## config.mk

```make
export PLATFORM = sky130hd
export DESIGN_NAME = mod_timer_flat
export DESIGN_NICKNAME = d
export VERILOG_FILES = /design/src/rtl/mod_timer_if.sv /design/src/rtl/mod_timer.sv /design/src/flat_wrapper.sv
export SDC_FILE = /design/constraint.sdc
export NUM_CORES = 1
export LEC_CHECK = 0
export CAP_MARGIN = 5
export CELL_PAD_IN_SITES_DETAIL_PLACEMENT = 0
export CELL_PAD_IN_SITES_GLOBAL_PLACEMENT = 1
export CORE_ASPECT_RATIO = 0.75
export CORE_MARGIN = 8
export CORE_UTILIZATION = 43
export DETAILED_ROUTE_END_ITERATION = 8
export PLACE_DENSITY_LB_ADDON = 0.1
export RECOVER_POWER = 50
export SLEW_MARGIN = 5
export SYNTH_ARGS = -nofsm -noshare
export SYNTH_HDL_FRONTEND = slang
export SYNTH_SLANG_ARGS = --single-unit
```

## constraint.sdc

```tcl
create_clock -name CLK -period 3.5 [get_ports CLK]
set_input_delay 0.7 -clock CLK [delete_from_list [all_inputs] [get_ports CLK]]
set_output_delay 0.7 -clock CLK [all_outputs]
set_load 0.01 [all_outputs]
```

## src/rtl/mod_timer_if.sv

```systemverilog
// -----------------------------------------------------------------------------
// mod_timer_if
// Purpose : Groups the signals between the controller register block, the
//           modulation sample-index timer and the modulation reader.
// Signals :
//   SYNC_SET    controller -> timer  phase re-alignment request (rising edge)
//   CYCLE_M     controller -> timer  last valid sample index (IDX_WIDTH)
//   FREQ_DIV_M  controller -> timer  CLK cycles per sample (DIV_WIDTH)
//   IDX         timer -> reader      current sample index (IDX_WIDTH)
//   IDX_UPDATE  timer -> reader      one-cycle strobe when IDX takes a new value
//   RUNNING     timer -> reader      high once the first sync has occurred
//   LOOP_CNT    timer -> reader      completed-period counter, present only when
//                                    MOD_TIMER_LOOP_CNT_EN is defined
// Modports:
//   master : controller/bench side (drives configuration, observes outputs)
//   slave  : timer side
// Optional macro: MOD_TIMER_LOOP_CNT_EN
// -----------------------------------------------------------------------------
interface mod_timer_if #(
  parameter int IDX_WIDTH = 16,
  parameter int DIV_WIDTH = 32
);

  logic                 SYNC_SET;
  logic [IDX_WIDTH-1:0] CYCLE_M;
  logic [DIV_WIDTH-1:0] FREQ_DIV_M;
  logic [IDX_WIDTH-1:0] IDX;
  logic                 IDX_UPDATE;
  logic                 RUNNING;
`ifdef MOD_TIMER_LOOP_CNT_EN
  logic [15:0]          LOOP_CNT;
`endif

`ifdef MOD_TIMER_LOOP_CNT_EN
  modport master (
    output SYNC_SET,
    output CYCLE_M,
    output FREQ_DIV_M,
    input  IDX,
    input  IDX_UPDATE,
    input  RUNNING,
    input  LOOP_CNT
  );

  modport slave (
    input  SYNC_SET,
    input  CYCLE_M,
    input  FREQ_DIV_M,
    output IDX,
    output IDX_UPDATE,
    output RUNNING,
    output LOOP_CNT
  );
`else
  modport master (
    output SYNC_SET,
    output CYCLE_M,
    output FREQ_DIV_M,
    input  IDX,
    input  IDX_UPDATE,
    input  RUNNING
  );

  modport slave (
    input  SYNC_SET,
    input  CYCLE_M,
    input  FREQ_DIV_M,
    output IDX,
    output IDX_UPDATE,
    output RUNNING
  );
`endif

endinterface

```

## src/rtl/mod_timer.sv

```systemverilog
// -----------------------------------------------------------------------------
// mod_timer
// Purpose : Modulation sample-index generator. Divides CLK by a shadowed
//           frequency divider and steps IDX modulo (CYCLE_M+1). Phase is
//           re-aligned (IDX=0, prescaler=0) on every rising edge of SYNC_SET.
//           CYCLE_M / FREQ_DIV_M are only sampled at a period boundary or at a
//           sync, so a period is never cut short by a configuration write.
// Ports   :
//   CLK    input   system clock, all state updates on the rising edge
//   RST_N  input   synchronous active-low reset
//   tmr    mod_timer_if.slave
//            SYNC_SET, CYCLE_M, FREQ_DIV_M in; IDX, IDX_UPDATE, RUNNING out
//            (LOOP_CNT out when MOD_TIMER_LOOP_CNT_EN is defined)
// Optional macro: MOD_TIMER_LOOP_CNT_EN
//   Adds a 16-bit saturating count of period boundaries, cleared on sync.
// -----------------------------------------------------------------------------
module mod_timer #(
  parameter int IDX_WIDTH = 16,
  parameter int DIV_WIDTH = 32
) (
  input  logic        CLK,
  input  logic        RST_N,
  mod_timer_if.slave  tmr
);

  typedef enum logic {
    IDLE = 1'b0,
    RUN  = 1'b1
  } state_t;

  state_t               state_q,        state_d;
  logic                 sync_dly_q,     sync_dly_d;
  logic [DIV_WIDTH-1:0] prescaler_q,    prescaler_d;
  logic [DIV_WIDTH-1:0] shadow_div_q,   shadow_div_d;
  logic [IDX_WIDTH-1:0] shadow_cycle_q, shadow_cycle_d;
  logic [IDX_WIDTH-1:0] idx_q,          idx_d;
  logic                 idx_update_q,   idx_update_d;
  logic                 running_q,      running_d;
`ifdef MOD_TIMER_LOOP_CNT_EN
  logic [15:0]          loop_cnt_q,     loop_cnt_d;
`endif

  logic                 sync_rise;
  logic [DIV_WIDTH-1:0] div_eff;
  logic                 div_terminal;
  logic                 period_end;

  assign sync_rise = tmr.SYNC_SET & ~sync_dly_q;

  // A divider of 0 would never terminate; treat it as divide-by-1.
  assign div_eff = (tmr.FREQ_DIV_M == '0) ? DIV_WIDTH'(1) : tmr.FREQ_DIV_M;

  // shadow_div_q is never 0, so the subtraction cannot underflow.
  assign div_terminal = (prescaler_q == (shadow_div_q - 1'b1));

  // ">=" rather than "==" so a corrupted IDX above the cycle length still
  // wraps instead of running through the whole index space.
  assign period_end = (idx_q >= shadow_cycle_q);

  // ---------------------------------------------------------------------------
  // State register
  // ---------------------------------------------------------------------------
  always_ff @(posedge CLK) begin
    if (!RST_N) begin
      state_q        <= IDLE;
      sync_dly_q     <= 1'b0;
      prescaler_q    <= '0;
      shadow_div_q   <= DIV_WIDTH'(1);
      shadow_cycle_q <= '0;
      idx_q          <= '0;
      idx_update_q   <= 1'b0;
      running_q      <= 1'b0;
`ifdef MOD_TIMER_LOOP_CNT_EN
      loop_cnt_q     <= '0;
`endif
    end else begin
      state_q        <= state_d;
      sync_dly_q     <= sync_dly_d;
      prescaler_q    <= prescaler_d;
      shadow_div_q   <= shadow_div_d;
      shadow_cycle_q <= shadow_cycle_d;
      idx_q          <= idx_d;
      idx_update_q   <= idx_update_d;
      running_q      <= running_d;
`ifdef MOD_TIMER_LOOP_CNT_EN
      loop_cnt_q     <= loop_cnt_d;
`endif
    end
  end

  // ---------------------------------------------------------------------------
  // Next-state / datapath
  // ---------------------------------------------------------------------------
  always_comb begin
    state_d        = state_q;
    sync_dly_d     = tmr.SYNC_SET;
    prescaler_d    = prescaler_q;
    shadow_div_d   = shadow_div_q;
    shadow_cycle_d = shadow_cycle_q;
    idx_d          = idx_q;
    idx_update_d   = 1'b0;
    running_d      = running_q;
`ifdef MOD_TIMER_LOOP_CNT_EN
    loop_cnt_d     = loop_cnt_q;
`endif

    if (sync_rise) begin
      // Sync load takes priority over any divider terminal or boundary
      // happening in the same cycle.
      state_d        = RUN;
      shadow_cycle_d = tmr.CYCLE_M;
      shadow_div_d   = div_eff;
      prescaler_d    = '0;
      idx_d          = '0;
      idx_update_d   = 1'b1;
      running_d      = 1'b1;
`ifdef MOD_TIMER_LOOP_CNT_EN
      loop_cnt_d     = '0;
`endif
    end else begin
      case (state_q)
        IDLE: begin
          idx_d        = '0;
          idx_update_d = 1'b0;
        end

        RUN: begin
          if (div_terminal) begin
            prescaler_d  = '0;
            idx_update_d = 1'b1;
            if (period_end) begin
              // Period boundary: the only point (besides sync) where new
              // configuration is picked up.
              idx_d          = '0;
              shadow_cycle_d = tmr.CYCLE_M;
              shadow_div_d   = div_eff;
`ifdef MOD_TIMER_LOOP_CNT_EN
              if (loop_cnt_q != 16'hFFFF) begin
                loop_cnt_d = loop_cnt_q + 16'd1;
              end
`endif
            end else begin
              idx_d = idx_q + 1'b1;
            end
          end else begin
            prescaler_d = prescaler_q + 1'b1;
          end
        end

        default: begin
          state_d = IDLE;
        end
      endcase
    end
  end

  // ---------------------------------------------------------------------------
  // Outputs
  // ---------------------------------------------------------------------------
  assign tmr.IDX        = idx_q;
  assign tmr.IDX_UPDATE = idx_update_q;
  assign tmr.RUNNING    = running_q;
`ifdef MOD_TIMER_LOOP_CNT_EN
  assign tmr.LOOP_CNT   = loop_cnt_q;
`endif

endmodule

```

## src/flat_wrapper.sv

```systemverilog
// flat-port wrapper written by rule: the top's interface ports become plain ports
module mod_timer_flat 
#(
  parameter int IDX_WIDTH = 16,
  parameter int DIV_WIDTH = 32
)
  (CLK, RST_N, tmr_SYNC_SET, tmr_CYCLE_M, tmr_FREQ_DIV_M, tmr_IDX, tmr_IDX_UPDATE, tmr_RUNNING);
  mod_timer_if #(.IDX_WIDTH(IDX_WIDTH), .DIV_WIDTH(DIV_WIDTH)) tmr_i ();
  input  logic CLK;
  input  logic RST_N;
  input wire logic [$bits(tmr_i.SYNC_SET)-1:0] tmr_SYNC_SET;
  input wire logic [$bits(tmr_i.CYCLE_M)-1:0] tmr_CYCLE_M;
  input wire logic [$bits(tmr_i.FREQ_DIV_M)-1:0] tmr_FREQ_DIV_M;
  output wire logic [$bits(tmr_i.IDX)-1:0] tmr_IDX;
  output wire logic [$bits(tmr_i.IDX_UPDATE)-1:0] tmr_IDX_UPDATE;
  output wire logic [$bits(tmr_i.RUNNING)-1:0] tmr_RUNNING;
  assign tmr_i.SYNC_SET = tmr_SYNC_SET;
  assign tmr_i.CYCLE_M = tmr_CYCLE_M;
  assign tmr_i.FREQ_DIV_M = tmr_FREQ_DIV_M;
  assign tmr_IDX = tmr_i.IDX;
  assign tmr_IDX_UPDATE = tmr_i.IDX_UPDATE;
  assign tmr_RUNNING = tmr_i.RUNNING;
  mod_timer #(.IDX_WIDTH(IDX_WIDTH), .DIV_WIDTH(DIV_WIDTH)) u_core (.CLK(CLK), .RST_N(RST_N), .tmr(tmr_i));
endmodule
```

Yosys cells after proc, flatten, opt, wreduce, memory -nomap -nowiden
Cells that the tools add are included.
{ "word_totals": {"latch_bits": 0, "mem_bits_rw": 0, "wordCells": 39, "in_bits": 51, "out_inout_bits": 18, "regBits": 99, "mem_bits_ro": 0, "n_memories": 0} }
{ "classes": {"shifts": 0, "n_bitwise": 4, "eq_ne": 2, "reduce_logical": 6, "magnitude_cmp": 1, "n_mul": 0, "n_addsub": 3, "n_div": 0, "muxes": 16} }
{ "op_table": {"columns": ["op", "count"], "rows": [
  ["2-to-1 mux 32 bit", 6],
  ["2-to-1 mux 16 bit", 6],
  ["adder 32 x 1 -> 32 bit, second input constant", 1],
  ["equality test 32 bit", 1],
  ["logical NOT 32 bit", 1],
  ["one-hot mux 16 bit (2 select lines)", 1],
  ["subtractor 32 x 1 -> 32 bit, second input constant", 1],
  ["adder 16 x 1 -> 16 bit, second input constant", 1],
  [">= comparator 16 bit", 1],
  ["nonzero test 2 bit", 3],
  ["inverter 1 bit", 3],
  ["AND reduction 3 bit", 1],
  ["2-to-1 mux 1 bit", 2],
  ["inequality test 2 bit, second input constant", 1],
  ["one-hot mux 1 bit (2 select lines)", 1],
  ["OR reduction 2 bit", 1],
  ["AND 1 bit", 1]
]} }

Longest topological paths before layout
Gate-level depths: netlist of the first run.
{ "logic_depth": {"depth_word": 6, "ltp_mapped": 14, "mapped_depth_nobuf": 11} }

Worst setup path before layout of the first run
Ideal clock, no wire load.
{ "synth_timing": {"kind": "register to register", "from": "reg u_core.shadow_div_q[0]", "to": "reg u_core.idx_q[10], in the netlist u_core.tmr.IDX[10]", "path_stages_with_launch": 14, "period_less_slack_ns": 3.084, "setup_ns": 0.058, "t_arrival_ns": 3.026, "path_buffers": 2, "required_time_ns": 3.442, "slack_ns": 0.416, "path_cell_list": "dfxtp_1 -> inv_1 -> ha_1 -> clkbuf_1 -> or3b_2 -> xnor2_1 -> nor4b_1 -> o31ai_1 -> nor4_1 -> o2111ai_1 -> or4b_1 -> clkbuf_1 -> a21oi_1 -> a21o_1"} }
{ "synth_between": {"elab_chain_cells": 3} }
{ "synth_rtl": {"columns": ["item", "line", "source"], "rows": [
  ["start: declaration", "mod_timer.sv:34", "logic [DIV_WIDTH-1:0] shadow_div_q, shadow_div_d;"],
  ["start signal: assignment", "mod_timer.sv:80", "shadow_div_q <= shadow_div_d;"],
  ["subtractor 32 x 1 -> 32 bit", "mod_timer.sv:54", "assign div_terminal = (prescaler_q == (shadow_div_q - 1'b1));"],
  ["equality test 32 bit", "mod_timer.sv:54", null],
  ["inequality test 2 bit (no line)", null, null],
  ["end signal: assignment", "mod_timer.sv:82", "idx_q <= idx_d;"],
  ["end: declaration", "mod_timer.sv:36", "logic [IDX_WIDTH-1:0] idx_q, idx_d;"]
]} }
Every way passes these cells.
A chain may end at the register's enable or synchronous reset.

Final worst setup path of the first run
{ "layout_timing": {"from": "reg u_core.shadow_div_q[17]", "to": "reg u_core.shadow_div_q[18]"} }
{ "layout_between": {"elab_chain_cells": 4} }
{ "layout_rtl": {"columns": ["item", "line"], "rows": [
  ["subtractor 32 x 1 -> 32 bit", "mod_timer.sv:54"],
  ["equality test 32 bit", "mod_timer.sv:54"],
  ["nonzero test 2 bit (no line)", null],
  ["AND reduction 3 bit (no line)", null]
]} }
Every way passes these cells.

==> impl_metrics.tcl, run 1 <==
set metrics [dict create \
    status "finished with violations" \
    violations "max-capacitance violations, max-slew violations" \
    syn_avg_cell_area_um2 8.39 \
    hold_viol 0 \
    drc 0 \
    initial_utilization 0.437 \
    netlist_top_cells_area "dfxtp_1 33%, mux2i_1 8.1%, nand2_1 7.6%" \
    first_pass_iters 4 \
    synthToLayoutAreaGrowth_pct 22.2 \
    crit_buf_inv 2 \
    wl_per_cell_um 16.9 \
    drtAntennaViolNets 0 \
    final_cells 966 \
    die_area_um2 17900 \
    io_buffer_count 68 \
    fill_cells 1279 \
    syn_inst 711 \
    dp_cells 947 \
    ys_seq_elements 99 \
    max_freq_mhz 307 \
    cp_data_required_time_ps 3780 \
    grt_usage 0.181 \
    rows 37 \
    place_hpwl_mm 12.4 \
    synth_area_um2 5970 \
    power.density_nw_per_um2 370 \
    critPathMostFrequentCell "buf_4" \
    drive_gt1_frac 0.0948 \
    internal_power_uw 1940 \
    finalSetupTns_ps 0 \
    slowest_stage "or4_1" \
    drv_slew 52 \
    path_cells "or4_1 -> or2_1 -> o31a_1 -> a211oi_1 -> a211oi_2 -> nor2_1 -> nor4_2 -> buf_4 -> a31oi_2 -> buf_4 -> mux2i_1" \
    final_nets 856 \
    crit_type "reg -> reg" \
    die_h_um 118 \
    seqPwrFrac 0.448 \
    critPathCaptureType "flop" \
    die_x_um 152 \
    cts_tree "done" \
    final_util 0.534 \
    switchingPower_uw 759 \
    overflow 0 \
    slowest_delay_ps 650 \
    ys_warn_count 0 \
    crit_arrival_ps 3540 \
    synth_nets 781 \
    tightest_slew_ps 2080 \
    fin_total_pwr_uw 2700 \
    power.static_leakage_uw 0.00305 \
    pwr-share-clk 0.386 \
    place.gp.congestion 0.859 \
    yosysTopAreaCell "dfxtp_1" \
    start_kind "flop" \
    synth_top_area_frac 0.332 \
    clock_skew_ps 7.75 \
    postCtsHoldBufs 0 \
    synth_async_sr_flop_share 0 \
    finalSetupViolations 0 \
    io_pins 69 \
    via_count 5164 \
    htree_num_levels 3 \
    antenna_found_initial 0 \
    grt_pass1_wl_mm 26.6 \
    routed_wl_mm 16.3 \
    path_clk_slew_ps 70 \
    grt_pass1_vias 5088 \
    fin_crit_sh 0.930 \
    clockBufferDepth 2 \
    finalCriticalPeriod_ps 3250 \
    root_buffer "clkbuf_16" \
    synthFlopType "dfxtp_1" \
    power_frac_comb 0.166 \
    cts.sinks 99 \
    placed_cell_area_um2 6940 \
    vias_per_cell 5.35 \
    max-vdd-ir-drop_mv 0.231 \
    slew_headroom -0.387 \
    insertion_delay_ps 360 \
    cpLargestDelayFamily "simple AND/OR/NAND/NOR gates" \
    post_synth_num_cell_types 64 \
    antenna_cells 0 \
    p_sw_frac 0.281 \
    synth_edf_count 0 \
    drt_iter0_markers 398 \
    synth.yosys.seq_area_share 0.332 \
    design_area_um2 7290 \
    min_path_type "reg -> reg" \
    grt_max_degree 52 \
    coreArea_um2 13700 \
    drv_cap 1 \
    cts_buffers 9 \
    crit_path_max_fanout 21 \
]
==> state kept, by name (all words and copies together) (netlist names) <==
register               cells
u_core.prescaler_q        32
u_core.shadow_cycle_q     16
u_core.shadow_div_q       32
u_core.state_q             1
u_core.sync_dly_q          1
u_core.tmr.IDX            16
u_core.tmr.IDX_UPDATE      1
==> cells in the final DEF (no fill, tap or decap), drive strengths merged, types with 4 or more instances in the layout <==
cell and instances:
a211oi 4, nand3 18, nand2b 15, buf 27, o21ai 11, and3 12, nand4 16, or2 9
and2 34, nor2b 4, and4 6, a31oi 4, dlygate4sd3 18, a21o 14, mux2i 48, nor3 13
o2bb2ai 5, dfxtp 99, nor2 25, o2111ai 5, xor2 23, xnor2 48, ha 19, a21oi 20
nor4b 5, clkbuf 12, or3 7, nor4 22, or4 6, nand2 121, inv 28, clkdlybuf4s50 49
==> synth_stat cells, types with 3 or more instances <==
cell type,n
nor4_1,15
inv_1,25
a21o_1,14
nand2b_1,15
ha_1,19
nor2_1,25
nor4b_1,5
and3_1,12
and2_1,34
nor4_2,5
o21ai_0,11
o2bb2ai_1,5
nand4_1,16
or4_1,6
nor3b_1,3
a21oi_1,20
nand3_1,18
buf_2,6
a31oi_1,4
a211oi_1,3
or2_2,7
dfxtp_1,99
nand2_1,121
xor2_1,23
clkbuf_1,24
nor2b_1,4
o2111ai_1,5
mux2i_1,48
xnor2_1,48
and4_1,6
or3_1,7
nor3_1,13
==> worst register-to-register path: stages (launching register included) <==
cell and delay [ps]:
dfxtp_1 310, or4_1 650, or2_1 380, o31a_1 280, a211oi_1 280, a211oi_2 70
nor2_1 150, nor4_2 60, buf_4 180, a31oi_2 210, buf_4 370, mux2i_1 240
==> through the flow <==
stage                     hold WS (ps)  setup WS (ps)
after floorplan                    438            416
after global placement             446            193
after detailed placement           452           63.3
after CTS                          463           32.5
after global routing               481          -12.7
final                              460            245
==> final timing paths <==
path | slack [ps] | endpoint | from | cells after the start
worst max register to register | 250 | u_core.shadow_div_q[18] | u_core.shadow_div_q[17] | 11
worst min register to register | 460 | u_core.shadow_cycle_q[13] | u_core.shadow_cycle_q[13] | 2
worst max-delay path | 250 | u_core.shadow_div_q[18] | u_core.shadow_div_q[17] | 11
worst min-delay path | 460 | u_core.shadow_cycle_q[13] | u_core.shadow_cycle_q[13] | 2
==> repair_timing <==
| action | 4_1_cts | 5_1_grt |
|---|---|---|
| gates resized for setup | 0 | 11 |
| endpoints found under the setup margin | 0 | 93 |
| endpoints found under the hold margin | 0 | 0 |
| setup buffers | 0 | 3 |
==> power groups by stage <==
stage | Sequential, µW | Clock (µW) | Combinational, µW
after floorplan | 1220 | 0 | 273
after global placement | 1230 | 0 | 432
after detailed placement | 1230 | 0 | 438
after CTS | 1210 | 1070 | 441
after global routing | 1210 | 1120 | 490
final | 1210 | 1040 | 447
==> per-layer routing <==
layer  vias up  wire length [µm]  share of wire  GRT usage
li1       2641                 -              -          -
met1      2407              8730           0.54      0.264
met2       105              6520           0.40      0.254
met3        11               906          0.056     0.0495
met4         0               141         0.0087     0.0436
met5         -                 0              0          0
==> cell type report <==
class,count,area [µm²],area share
Clock buffer,9,225,0.0309
Multi-Input combinational cell,554,3800,0.521
Inverter,25,93.8,0.0129
Tap cell,175,219,0.0300
Sequential cell,99,1980,0.272
Clock inverter,7,82.6,0.0113
Timing Repair Buffer,97,888,0.122
==> logic make-up (layout without fill, tap and decap cells) <==
kind of cell    after synthesis  in the layout  share of synthesized area
compound gates               86             86                      0.101
flops                        99             99                      0.332
mux                          49             49                     0.0824
xor+xnor                     71             71                      0.104
simple gates                329            329                      0.302
buf+inv                      58            138                     0.0390
fa+ha+maj                    19             19                     0.0398
No activity file was read; power rests on OpenSTA's default activity.
==> run 2, diff against run 1 <==
Settings changed: ABC_CLOCK_PERIOD_IN_PS set to 3500.
==> results of run 2 <==
The final DEF is identical to that of run 1; final timing and power are the same.
